[src/rtl/apb_master_arb_if.sv]
// APB bus bundle shared by the arbitrating master and the slave it drives.
interface apb_master_arb_if;
    logic        psel;
    logic        penable;
    logic        pwrite;
    logic [31:0] paddr;
    logic [31:0] pwdata;
    logic [3:0]  pstrb;
    logic [31:0] prdata;
    logic        pready;
    logic        pslverr;

    modport master (
        output psel,
        output penable,
        output pwrite,
        output paddr,
        output pwdata,
        output pstrb,
        input  prdata,
        input  pready,
        input  pslverr
    );

    modport slave (
        input  psel,
        input  penable,
        input  pwrite,
        input  paddr,
        input  pwdata,
        input  pstrb,
        output prdata,
        output pready,
        output pslverr
    );
endinterface

[src/rtl/apb_master_arb.sv]
// Two-requester APB master: round-robin arbitration, one transfer at a time
// through IDLE -> SETUP -> ACCESS, with a saturating wait-state counter and a
// sticky timeout flag.
module apb_master_arb #(
    parameter int unsigned WAIT_LIMIT = 16
) (
    input  logic        pclk,
    input  logic        preset,

    input  logic        m0_req,
    input  logic        m0_write,
    input  logic [31:0] m0_addr,
    input  logic [31:0] m0_wdata,
    input  logic [3:0]  m0_strb,
    output logic        m0_done,

    input  logic        m1_req,
    input  logic        m1_write,
    input  logic [31:0] m1_addr,
    input  logic [31:0] m1_wdata,
    input  logic [3:0]  m1_strb,
    output logic        m1_done,

    output logic [31:0] rsp_rdata,
    output logic        rsp_slverr,
    output logic        busy,
    output logic        timeout_err,

    apb_master_arb_if.master apb
);

    typedef enum logic [1:0] {
        ST_IDLE   = 2'd0,
        ST_SETUP  = 2'd1,
        ST_ACCESS = 2'd2
    } state_t;

    localparam logic [7:0] WAIT_LIMIT_W = 8'(WAIT_LIMIT);

    state_t      state;
    state_t      state_next;

    logic        start_xfer;
    logic        finish_xfer;

    logic        elig0;
    logic        elig1;
    logic        grant_any;
    logic        grant_m1;

    logic        last_m1;
    logic        owner_m1;

    logic        sel_write;
    logic [31:0] sel_addr;
    logic [31:0] sel_wdata;
    logic [3:0]  sel_strb;

    logic [7:0]  wait_cnt;
    logic [7:0]  wait_inc;

    // A requester whose done pulse is showing this cycle is not eligible, so a
    // held req is not mistaken for a fresh one; ties go to whoever lost last.
    always_comb begin
        elig0     = m0_req & ~m0_done;
        elig1     = m1_req & ~m1_done;
        grant_any = elig0 | elig1;
        grant_m1  = elig1 & (~elig0 | ~last_m1);
    end

    // Steer the winning requester's transfer fields toward the bus registers.
    always_comb begin
        sel_write = m0_write;
        sel_addr  = m0_addr;
        sel_wdata = m0_wdata;
        sel_strb  = m0_strb;
        if (grant_m1) begin
            sel_write = m1_write;
            sel_addr  = m1_addr;
            sel_wdata = m1_wdata;
            sel_strb  = m1_strb;
        end
    end

    // State register for the bus sequencer.
    always_ff @(posedge pclk) begin
        if (preset) begin
            state <= ST_IDLE;
        end else begin
            state <= state_next;
        end
    end

    // Next-state logic plus the PSEL/PENABLE/busy decode of the current state.
    always_comb begin
        state_next  = state;
        start_xfer  = 1'b0;
        finish_xfer = 1'b0;
        apb.psel    = 1'b0;
        apb.penable = 1'b0;
        busy        = 1'b0;
        case (state)
            ST_IDLE: begin
                if (grant_any) begin
                    state_next = ST_SETUP;
                    start_xfer = 1'b1;
                end
            end
            ST_SETUP: begin
                apb.psel   = 1'b1;
                busy       = 1'b1;
                state_next = ST_ACCESS;
            end
            ST_ACCESS: begin
                apb.psel    = 1'b1;
                apb.penable = 1'b1;
                busy        = 1'b1;
                if (apb.pready) begin
                    state_next  = ST_IDLE;
                    finish_xfer = 1'b1;
                end
            end
            default: begin
                state_next = ST_IDLE;
            end
        endcase
    end

    // Capture the winner's request on the grant edge; the bus fields then hold
    // until the next grant, and reads leave the old write data in place.
    always_ff @(posedge pclk) begin
        if (preset) begin
            last_m1    <= 1'b1;
            owner_m1   <= 1'b0;
            apb.pwrite <= 1'b0;
            apb.paddr  <= 32'h0;
            apb.pwdata <= 32'h0;
            apb.pstrb  <= 4'h0;
        end else if (start_xfer) begin
            last_m1    <= grant_m1;
            owner_m1   <= grant_m1;
            apb.pwrite <= sel_write;
            apb.paddr  <= sel_addr;
            if (sel_write) begin
                apb.pwdata <= sel_wdata;
                apb.pstrb  <= sel_strb;
            end else begin
                apb.pstrb  <= 4'h0;
            end
        end
    end

    // Completion: pulse the owner's done for one cycle and latch the response.
    always_ff @(posedge pclk) begin
        if (preset) begin
            m0_done    <= 1'b0;
            m1_done    <= 1'b0;
            rsp_rdata  <= 32'h0;
            rsp_slverr <= 1'b0;
        end else begin
            m0_done <= finish_xfer & ~owner_m1;
            m1_done <= finish_xfer & owner_m1;
            if (finish_xfer) begin
                rsp_slverr <= apb.pslverr;
                if (!apb.pwrite) begin
                    rsp_rdata <= apb.prdata;
                end
            end
        end
    end

    // Saturating increment so a stuck slave cannot wrap the counter back
    // below the timeout threshold.
    always_comb begin
        wait_inc = (wait_cnt == 8'hFF) ? 8'hFF : wait_cnt + 8'd1;
    end

    // Count ACCESS wait states and raise the sticky timeout once the limit is
    // reached; the transfer itself keeps waiting for PREADY.
    always_ff @(posedge pclk) begin
        if (preset) begin
            wait_cnt    <= 8'h0;
            timeout_err <= 1'b0;
        end else if (state == ST_ACCESS) begin
            if (apb.pready) begin
                wait_cnt <= 8'h0;
            end else begin
                wait_cnt <= wait_inc;
                if (wait_inc >= WAIT_LIMIT_W) begin
                    timeout_err <= 1'b1;
                end
            end
        end
    end

endmodule
[src/flat_wrapper.sv]
// flat-port wrapper written by rule: the top's interface ports become plain ports
module apb_master_arb_flat 
#(
    parameter int unsigned WAIT_LIMIT = 16
)
  (pclk, preset, m0_req, m0_write, m0_addr, m0_wdata, m0_strb, m0_done, m1_req, m1_write, m1_addr, m1_wdata, m1_strb, m1_done, rsp_rdata, rsp_slverr, busy, timeout_err, apb_psel, apb_penable, apb_pwrite, apb_paddr, apb_pwdata, apb_pstrb, apb_prdata, apb_pready, apb_pslverr);
  apb_master_arb_if apb_i ();
  input  logic pclk;
  input  logic preset;
  input  logic m0_req;
  input  logic m0_write;
  input  logic [31:0] m0_addr;
  input  logic [31:0] m0_wdata;
  input  logic [3:0] m0_strb;
  output logic m0_done;
  input  logic m1_req;
  input  logic m1_write;
  input  logic [31:0] m1_addr;
  input  logic [31:0] m1_wdata;
  input  logic [3:0] m1_strb;
  output logic m1_done;
  output logic [31:0] rsp_rdata;
  output logic rsp_slverr;
  output logic busy;
  output logic timeout_err;
  output wire logic [$bits(apb_i.psel)-1:0] apb_psel;
  output wire logic [$bits(apb_i.penable)-1:0] apb_penable;
  output wire logic [$bits(apb_i.pwrite)-1:0] apb_pwrite;
  output wire logic [$bits(apb_i.paddr)-1:0] apb_paddr;
  output wire logic [$bits(apb_i.pwdata)-1:0] apb_pwdata;
  output wire logic [$bits(apb_i.pstrb)-1:0] apb_pstrb;
  input wire logic [$bits(apb_i.prdata)-1:0] apb_prdata;
  input wire logic [$bits(apb_i.pready)-1:0] apb_pready;
  input wire logic [$bits(apb_i.pslverr)-1:0] apb_pslverr;
  assign apb_psel = apb_i.psel;
  assign apb_penable = apb_i.penable;
  assign apb_pwrite = apb_i.pwrite;
  assign apb_paddr = apb_i.paddr;
  assign apb_pwdata = apb_i.pwdata;
  assign apb_pstrb = apb_i.pstrb;
  assign apb_i.prdata = apb_prdata;
  assign apb_i.pready = apb_pready;
  assign apb_i.pslverr = apb_pslverr;
  apb_master_arb #(.WAIT_LIMIT(WAIT_LIMIT)) u_core (.pclk(pclk), .preset(preset), .m0_req(m0_req), .m0_write(m0_write), .m0_addr(m0_addr), .m0_wdata(m0_wdata), .m0_strb(m0_strb), .m0_done(m0_done), .m1_req(m1_req), .m1_write(m1_write), .m1_addr(m1_addr), .m1_wdata(m1_wdata), .m1_strb(m1_strb), .m1_done(m1_done), .rsp_rdata(rsp_rdata), .rsp_slverr(rsp_slverr), .busy(busy), .timeout_err(timeout_err), .apb(apb_i));
endmodule
[config.mk]
export PLATFORM = sky130hd
export DESIGN_NAME = apb_master_arb_flat
export DESIGN_NICKNAME = d
export VERILOG_FILES = /design/src/rtl/apb_master_arb_if.sv /design/src/rtl/apb_master_arb.sv /design/src/flat_wrapper.sv
export SDC_FILE = /design/constraint.sdc
export NUM_CORES = 1
export LEC_CHECK = 0
export CAP_MARGIN = 25
export CORE_AREA = 2 2 121 123
export DETAILED_ROUTE_END_ITERATION = 12
export DIE_AREA = 0 0 123 125
export PLACE_DENSITY = 0.92
export REMOVE_ABC_BUFFERS = 1
export SLEW_MARGIN = 20
export SYNTH_ARGS = -nofsm -noshare
export SYNTH_HDL_FRONTEND = slang
export SYNTH_SLANG_ARGS = --single-unit
[constraint.sdc]
create_clock -name pclk -period 2.41 [get_ports pclk]
set_input_delay 0.723 -clock pclk [delete_from_list [all_inputs] [get_ports pclk]]
set_output_delay 0.723 -clock pclk [all_outputs]
set_load 0.05 [all_outputs]
After elaboration in Yosys (flattened, before gate mapping):

Index checks and enable logic that the tools add are counted.
W data, S select, Z words.

* multiplexer cells: 16
* reduce and logical (&&, ||, !) cells: 6
* magnitude comparators: 1
* bitwise operators: 14
* eq/ne operators: 5
* $add $sub $neg: 1

Operators by type and width (number)
* $mux W32: 2
* $mux W8: 2
* $add A8 B1 Y8 const B: 1
* $eq A8 B8 Y1 const B: 1
* $ge A8 B5 Y1 const B: 1
* $mux W4: 2
* $mux W1: 7
* $not A1 Y1: 7
* $pmux W2 S3: 1
* $reduce_and A2 Y1: 3
* $and A1 B1 Y1: 5
* $mux W2: 2
* $reduce_and A3 Y1: 1
* $eq A2 B1 Y1 const B: 1
* $eq A2 B2 Y1 const B: 1
* $logic_not A2 Y1: 1
* $ne A2 B1 Y1 const B: 1
* $ne A2 B2 Y1 const B: 1
* $or A1 B1 Y1: 2
* $reduce_or A2 Y1: 1

* word-level logic and storage cells: 56
* output and inout port bits: 108
* flip-flop bits (word level): 117

Longest topological paths before layout:

Gate-level depths: netlist (run 1).

* depth in word-level cells: 7
* gate-level depth with buffers: 8
* depth with buffers taken out: 6

Worst setup path after synthesis (run 1):

OpenSTA, ideal clock, no wires.

* path type: register -> register
* from: reg u_core.state[0]
* to: reg u_core.timeout_err
* required time: 2335 ps
* data arrival time: 1921 ps
* stages on the path, launching flop included: 9
* setup slack: 414 ps
* path buffers: 2
* setup time: 75 ps
* period minus slack after synthesis: 1996 ps
* cell sequence: dfxtp_1 -> inv_1 -> ha_1 -> clkbuf_1 -> nor2b_1 -> clkbuf_1 -> o41a_1 -> a211oi_1 -> o22ai_1

* cells in the longest elaborated chain, start to end: 2

Ends and longest elaborated chain
* from (decl): line apb_master_arb.sv:40 `state_t state;`
* from (signal assigned): line apb_master_arb.sv:90 `state <= state_next;`
* $eq A2 B2 Y1: line apb_master_arb.sv:184 `end else if (state == ST_ACCESS) begin`
* $reduce_and A3 Y1 (no source line)
* to (signal assigned): line apb_master_arb.sv:183 `timeout_err <= 1'b0;`
* to (signal assigned): line apb_master_arb.sv:190 `timeout_err <= 1'b1;`
* to (decl): line apb_master_arb.sv:27 `output logic timeout_err,`

No other way between the ends.
A chain may end at the register's enable or synchronous reset.

Final worst setup path (run 1):

* from: reg u_core.m1_done
* to: out m1_done

RTL lines
* from (decl): line apb_master_arb.sv:22 `output logic m1_done,`
* from (signal assigned): line apb_master_arb.sv:162 `m1_done <= finish_xfer & owner_m1;`
* to (decl): line flat_wrapper.sv:21 `output logic m1_done;`

No word-level cell between the ends.

==> key figures, run 1 <==
Worst hold path
  • Hold WC Path Type: reg2reg
  • Hold Path Origin: u_core.rsp_rdata[30]

STA
  • Tmin final: 2.34 ns
  • Final TNS setup: 0 ns
  • Final hold vios: 0
  • Max Clock Freq: 427 MHz
  • # setup viols final: 0
  • Hold WS: 0.452 ns
  • Final worst-path cycle share: 97.1%
  • Layout Skew: 0.00743 ns
  • RSZ-0062 raised after global routing: false
  • Max Slew Vio Count: 0
  • Worst-margin pin slew: 0.565 ns
  • Max_slew headroom: 62.2%

Placement
  • IO Port Bufs: 283
  • Final GP Congestion: 0.860
  • DP HPWL: 12900 µm
  • Cell Area, Placed: 0.00870 mm²

Synth
  • Ranking of synthesized cells by area: dfxtp_1, mux2_4, a21oi_1
  • Cell taking the most area after synthesis: dfxtp_1
  • Average size of a mapped cell: 8.79 µm²
  • Dominant synthesized flop cell: dfxtp_1
  • Seq/Total Area, Yosys: 42.2%
  • Most frequent cell after synthesis: dfxtp_1
  • Number of synthesized flops with an enable pin: 0
  • Commonest cells in the netlist: dfxtp_1, a21oi_1, nand2_1, clkbuf_1, nor2_1
  • Yosys warns: 0
  • FF+latch count, synth: 117
  • Syn Inst Count: 631
  • Ys async rst share: 0%
  • Synth top area share: 42.2%
  • Distinct cells, synth: 49
  • Synth Cell Area: 0.00555 mm²

Setup path
  • FF-to-FF setup slack: 0.49 ns
  • CP required: 1.69 ns
  • Crit path cell chain: clkdlybuf4s50_1
  • Reg2Reg Depth: 8
  • CP max-delay cell: clkdlybuf4s50_1
  • Crit Path Max Fanout: 3
  • Reg-to-Reg Start: u_core.state[0]
  • Crit. Startpoint: u_core.m1_done
  • CP Class: reg2out
  • Levels on crit path: 1
  • Cell family with the largest share of critical-path delay: buffers and inverters
  • Startpoint types: register
  • End of the critical path: m1_done
  • CP peak stage delay: 0.83 ns
  • Arrival @ worst endpoint: 1.62 ns
  • R2r endpoint: u_core.rsp_rdata[9]
  • WP buf/inv: 1
  • Critical path endpoint category: output pin

Die
  • Die area: 0.0154 mm²
  • IO Pins: 284
  • Initial Util: 39.0%
  • Core footprint: 0.0142 mm²
  • Die height: 125 µm
  • Chip width: 123 µm
  • FP Rows: 44

Clock network
  • Clock latency on the worst-skew pair: 0.41 ns
  • Root Driver: clkbuf_16
  • H-tree levels: 4
  • # Post-CTS Setup Buffers: 0
  • CTS buffer count: 17
  • Hold buffer count at cts: 0
  • CTS tree: built
  • Clock Tree Buf Depth: 2
  • CTS Sinks: 117
  • Clock-pin slew on the worst setup and hold paths: 0.05 ns
  • Post-CTS Resized: 0

Pwr
  • VDD IR-drop max: 0.000553 V
  • Pwr per Cell Area: 747 mW/mm²
  • Leakage: 3.53 nW

Drt
  • Post-route ant nets: 0
  • Routed length per instance: 15.8 µm
  • Vias per cell: 5.09
  • DRT Pass-1 Iters: 4
  • Vias: 5614
  • DRC viols: 0
  • Drt total wl: 17400 µm
  • DRT iter0 DRCs: 230

Layout
  • Share of cells above drive strength 1: 12.1%
  • Fillers: 1118
  • Final Cell Area: 0.00935 mm²
  • Synthesis-to-finish area growth: 68.6%
  • Nets: 1085
  • Inserted Diodes: 0

Global route
  • All-Layer GR Usage: 22.3%
  • Initial antenna violation count: 0
  • First-pass GRT wire length: 27000 µm
  • Largest net degree at the start of global routing: 50
  • Vias in the first global route: 5458
  • GRT Residual Overflow: 0

Run status
  • Status: finished, final reports clean

Flow run
  • Maxcap violations: 0
==> cells in the final DEF (no fill, tap or decap), drive strengths merged, types with 34 or more instances in the layout <==
cell type,synthesis,layout
clkdlybuf4s50,0,277
a211oi,34,34
nand2,74,74
mux2i,36,36
dfxtp,117,117
o21ai,36,36
nor2,40,40
buf,17,37
a21oi,74,74
nand3,36,36
==> sequential cells by signal (all words and copies together) (netlist names) <==
signal	cells
u_core.apb.paddr	32
u_core.apb.pstrb	4
u_core.apb.pwdata	32
u_core.apb.pwrite	1
u_core.last_m1	1
u_core.m0_done	1
u_core.m1_done	1
u_core.owner_m1	1
u_core.rsp_rdata	32
u_core.rsp_slverr	1
u_core.state	2
u_core.timeout_err	1
u_core.wait_cnt	8
==> worst min path at each step <==
stage | to | slack [ns] | depth (start not counted)
finish | u_core.rsp_rdata[30] | 0.45 | 2
global route | u_core.rsp_rdata[8] | 0.47 | 2
CTS | u_core.m0_done | 0.45 | 1
detailed placement | u_core.m0_done | 0.44 | 1
global placement | u_core.m0_done | 0.44 | 1
floorplan | u_core.m0_done | 0.41 | 1
==> report_power, final <==
group          internal [mW]  switching [mW]
registers               2.10          0.0914
logic                  0.889            1.14
clock network           1.86           0.898
==> area by class of cell <==
type                            count  area (µm²)  area share [%]
Clock buffer                       19         443            4.74
Sequential cell                   117        2340            25.0
Timing Repair Buffer              314        3200            34.2
Multi-Input combinational cell    447        2900            31.0
Clock inverter                     13         205            2.19
Inverter                            8        30.0           0.321
Tap cell                          184         230            2.46
==> kinds of logic (layout without fill, tap and decap cells) <==
logic type / Yosys count / in the layout / share of synthesized area, %
AOI/OAI and AO/OA: 169 / 169 / 18.9
adders and majority gates: 4 / 4 / 0.903
buffers and inverters: 67 / 354 / 5.82
DFF: 117 / 117 / 42.2
muxes: 68 / 68 / 14.7
and+or+nand+nor: 206 / 206 / 17.5
==> metal layers <==
metal	vias to the layer above	global-route usage [%]	wire, µm	share of wire (%)
met4	0	9.76	501	2.9
met1	2569	23.3	6570	38
met3	38	7.57	1520	8.7
met5	-	0	0	0
li1	2770	-	-	-
met2	237	39.9	8830	51
==> through the flow <==
stage / utilization (%) / total power, mW / instances / worst slack, ns
final: 65.8 / 6.98 / 1102 / 0.0708
after global routing: 65.8 / 7.24 / 1102 / 0.0318
after CTS: 65.8 / 7.04 / 1102 / 0.0494
after detailed placement: 61.3 / 4.26 / 1070 / -0.0310
after global placement: 61.3 / 4.23 / 1070 / 0.0233
after floorplan: - / 3.38 / 572 / -2.53
No activity file was read; power rests on OpenSTA's default activity.
==> run 2: changes to the inputs <==
--- a/config.mk
+++ b/config.mk
@@ -11,7 +11,7 @@
 export DIE_AREA = 0 0 123 125
 export PLACE_DENSITY = 0.92
 export REMOVE_ABC_BUFFERS = 1
-export SLEW_MARGIN = 20
+export SLEW_MARGIN = 10
 export SYNTH_ARGS = -nofsm -noshare
 export SYNTH_HDL_FRONTEND = slang
 export SYNTH_SLANG_ARGS = --single-unit
==> results of run 2 <==
No change in the layout: final DEF, timing and power equal those of run 1.
==> run 3: changes to the inputs <==
--- a/config.mk
+++ b/config.mk
@@ -9,8 +9,8 @@
 export CORE_AREA = 2 2 121 123
 export DETAILED_ROUTE_END_ITERATION = 12
 export DIE_AREA = 0 0 123 125
+export HOLD_SLACK_MARGIN = 0.15
 export PLACE_DENSITY = 0.92
-export REMOVE_ABC_BUFFERS = 1
 export SLEW_MARGIN = 10
 export SYNTH_ARGS = -nofsm -noshare
 export SYNTH_HDL_FRONTEND = slang
==> run 3 against run 2 <==
Die area is the same. Via count fell by 0.68%. Setup slack better by 0.0075 ns. Wire length grew 1.5%. Critical path type unchanged. Critical endpoint is now apb_pstrb[3]. Largest cell class unchanged. Largest power group unchanged.
==> key figures, run 3 (synthesized netlist as in run 1, its figures left out) <==
Layout
  • Largest regs: u_core.apb.paddr (32), u_core.apb.pwdata (32), u_core.rsp_rdata (32)
  • Most frequent cells in the layout: clkdlybuf4s50_1, dfxtp_1, nand2_1, a21oi_1, nor2_1
  • Finished Layout Cells: 1101 (-0.091%)
  • Nets: 1084 (-0.092%)
  • Final Cell Area: 0.00928 mm² (-0.80%)
  • Synthesis-to-finish area growth: 67.3%
  • Share of cells above drive strength 1: 12.0% (-0.096 points)
  • Inserted Diodes: 0 (unchanged)
  • Fin util: 65.3% (-0.53 points)
  • Commonest non-fill, non-tap cell in the layout: clkdlybuf4s50_1

Setup path
  • CP required: 1.69 ns (about the same)
  • Levels on crit path: 1 (unchanged)
  • Cell family with the largest share of critical-path delay: buffers and inverters
  • Startpoint types: register
  • Crit path cell chain: clkdlybuf4s50_1
  • CP max-delay cell: clkdlybuf4s50_1
  • Crit Path Max Fanout: 2 (-1)
  • CP Class: reg2out
  • Reg2Reg Depth: 6 (-2)
  • WP buf/inv: 1 (unchanged)
  • CP peak stage delay: 0.86 ns (+0.03 ns)
  • Critical path endpoint category: output pin
  • FF-to-FF setup slack: 0.59 ns (+0.10 ns)
  • Arrival @ worst endpoint: 1.61 ns (about the same)

Placement
  • Place WS: -0.0662 ns (-0.0353 ns)
  • Cell Area, Placed: 0.00865 mm² (-0.63%)
  • IO Port Bufs: 283 (unchanged)
  • Placed cell count: 1069 (-0.093%)
  • Final GP Congestion: 0.854 (-0.70%)
  • DP HPWL: 13000 µm (+0.77%)

Global route
  • GRT Residual Overflow: 0 (unchanged)
  • First-pass GRT wire length: 27100 µm (+0.54%)
  • All-Layer GR Usage: 22.5% (+0.21 points)
  • Initial antenna violation count: 0 (unchanged)
  • Vias in the first global route: 5429 (-0.53%)
  • Largest net degree at the start of global routing: 65 (+30%)

Clock network
  • Hold buffer count at cts: 0 (unchanged)
  • Clock latency on the worst-skew pair: 0.40 ns (about the same)
  • Clock-pin slew on the worst setup and hold paths: 0.06 ns (about the same)
  • # Post-CTS Setup Buffers: 0 (unchanged)
  • Clock Tree Buf Depth: 2 (unchanged)
  • Post-CTS Resized: 0 (unchanged)
  • CTS tree: built
  • Root Driver: clkbuf_16
  • CTS Sinks: 117 (unchanged)
  • CTS buffer count: 17 (unchanged)
  • H-tree levels: 4 (unchanged)

Pwr
  • Power share of the clock group: 38.4% (-1.1 points)
  • Pwr per Cell Area: 738 mW/mm² (-1.1%)
  • Flop pwr share: 32.0% (+0.6 points)
  • Leakage: 3.50 nW (-0.93%)
  • VDD IR-drop max: 0.000427 V (-23%)
  • Net Sw Frac: 31.1% (+0.57 points)
  • Int Pwr: 4.72 mW (-2.7%)
  • Power share of the combinational group: 29.6% (+0.5 points)
  • Switching power: 2.13 mW (about the same)

Drt
  • DRT iter0 DRCs: 232 (+0.87%)
  • DRT Pass-1 Iters: 5 (+1)
  • DRC viols: 0 (unchanged)
  • Vias: 5576 (-0.68%)
  • Post-route ant nets: 0 (unchanged)
  • Vias per cell: 5.06 (-0.59%)
  • Routed length per instance: 16.1 µm (+1.6%)
  • Drt total wl: 17700 µm (+1.5%)

Worst hold path
  • Hold WC Path Type: reg2reg
  • Worst Hold Depth: 2 (unchanged)

STA
  • Max Clock Freq: 429 MHz (+0.32%)
  • Final hold vios: 0 (unchanged)
  • Layout Skew: 0.00462 ns (-0.00281 ns)
  • Max Slew Vio Count: 0 (unchanged)
  • RSZ-0062 raised after global routing: false
  • Worst-margin pin slew: 0.580 ns (+0.0152 ns)
  • Max_slew headroom: 61.3% (-0.90 points)
  • Final Worst Setup Slack: 0.0783 ns (+0.00751 ns)
  • Tmin final: 2.33 ns (-0.00751 ns)
  • Final worst-path cycle share: 96.8% (-0.31 points)
  • # setup viols final: 0 (unchanged)

Die
  • Die area: 0.0154 mm² (unchanged)
  • Core footprint: 0.0142 mm² (unchanged)
  • Die height: 125 µm (unchanged)
  • Chip width: 123 µm (unchanged)
  • IO Pins: 284 (unchanged)
  • Initial Util: 39.0% (unchanged)
  • FP Rows: 44 (unchanged)

Flow run
  • Maxcap violations: 0 (unchanged)

Run status
  • Status: finished, final reports clean

Synth
  • Syn_nets: 811
-- run 3: changes by cell type in the layout (fill, tap and decap cells not counted), sizes merged --
cell and delta:
buf -2, bufinv -2, clkbuf +2, clkdlybuf4s50 +1, clkinv -2, clkinvlp +1, inv +1
-- run 3: per-stage QoR --
| stage | hold slack [ns] | total power, mW | setup TNS [ns] |
|---|---|---|---|
| floorplan | 0.417 | 3.44 | 0 |
| global placement | 0.429 | 4.22 | -0.0231 |
| detailed placement | 0.443 | 4.25 | -1.06 |
| CTS | 0.446 | 6.91 | 0 |
| global route | 0.465 | 7.12 | 0 |
| finish | 0.451 | 6.85 | 0 |
-- run 3: final timing paths --
kind,startpoint,endpoint
setup reg to reg,u_core.state[0],u_core.rsp_rdata[19]
setup / recovery,u_core.apb.pstrb[3],apb_pstrb[3]
hold / removal,u_core.rsp_rdata[10],u_core.rsp_rdata[10]
hold reg to reg,u_core.rsp_rdata[10],u_core.rsp_rdata[10]
-- run 3: routing by layer --
metal | GRT usage (%) | share of wire (%) | vias up | wire [µm]
met5 | 0 | 0 | - | 0
met4 | 9.02 | 2.7 | 0 | 469
met3 | 5.75 | 6.2 | 30 | 1100
met2 | 39.2 | 51 | 199 | 8970
met1 | 26.0 | 40 | 2586 | 7150
li1 | - | - | 2761 | -
-- run 3: power by group through the flow --
stage / Combinational, mW / Sequential (mW) / Clock [mW]
2_1_floorplan: 0.685 / 2.76 / 0
3_5_place_dp: 2.02 / 2.23 / 0
3_3_place_gp: 1.99 / 2.22 / 0
4_1_cts: 2.03 / 2.19 / 2.69
6_report: 2.03 / 2.19 / 2.63
5_1_grt: 2.13 / 2.21 / 2.78
-- run 3: area by class of cell --
type                    count  area, µm²
flip-flops and latches    117       2340
multi-input cells         447       2900
inverters                   8       30.0
fillers                  1134       4930
clock buffers              21        480
clock inverters            11        148
well taps                 184        230
repair buffers            313       3150
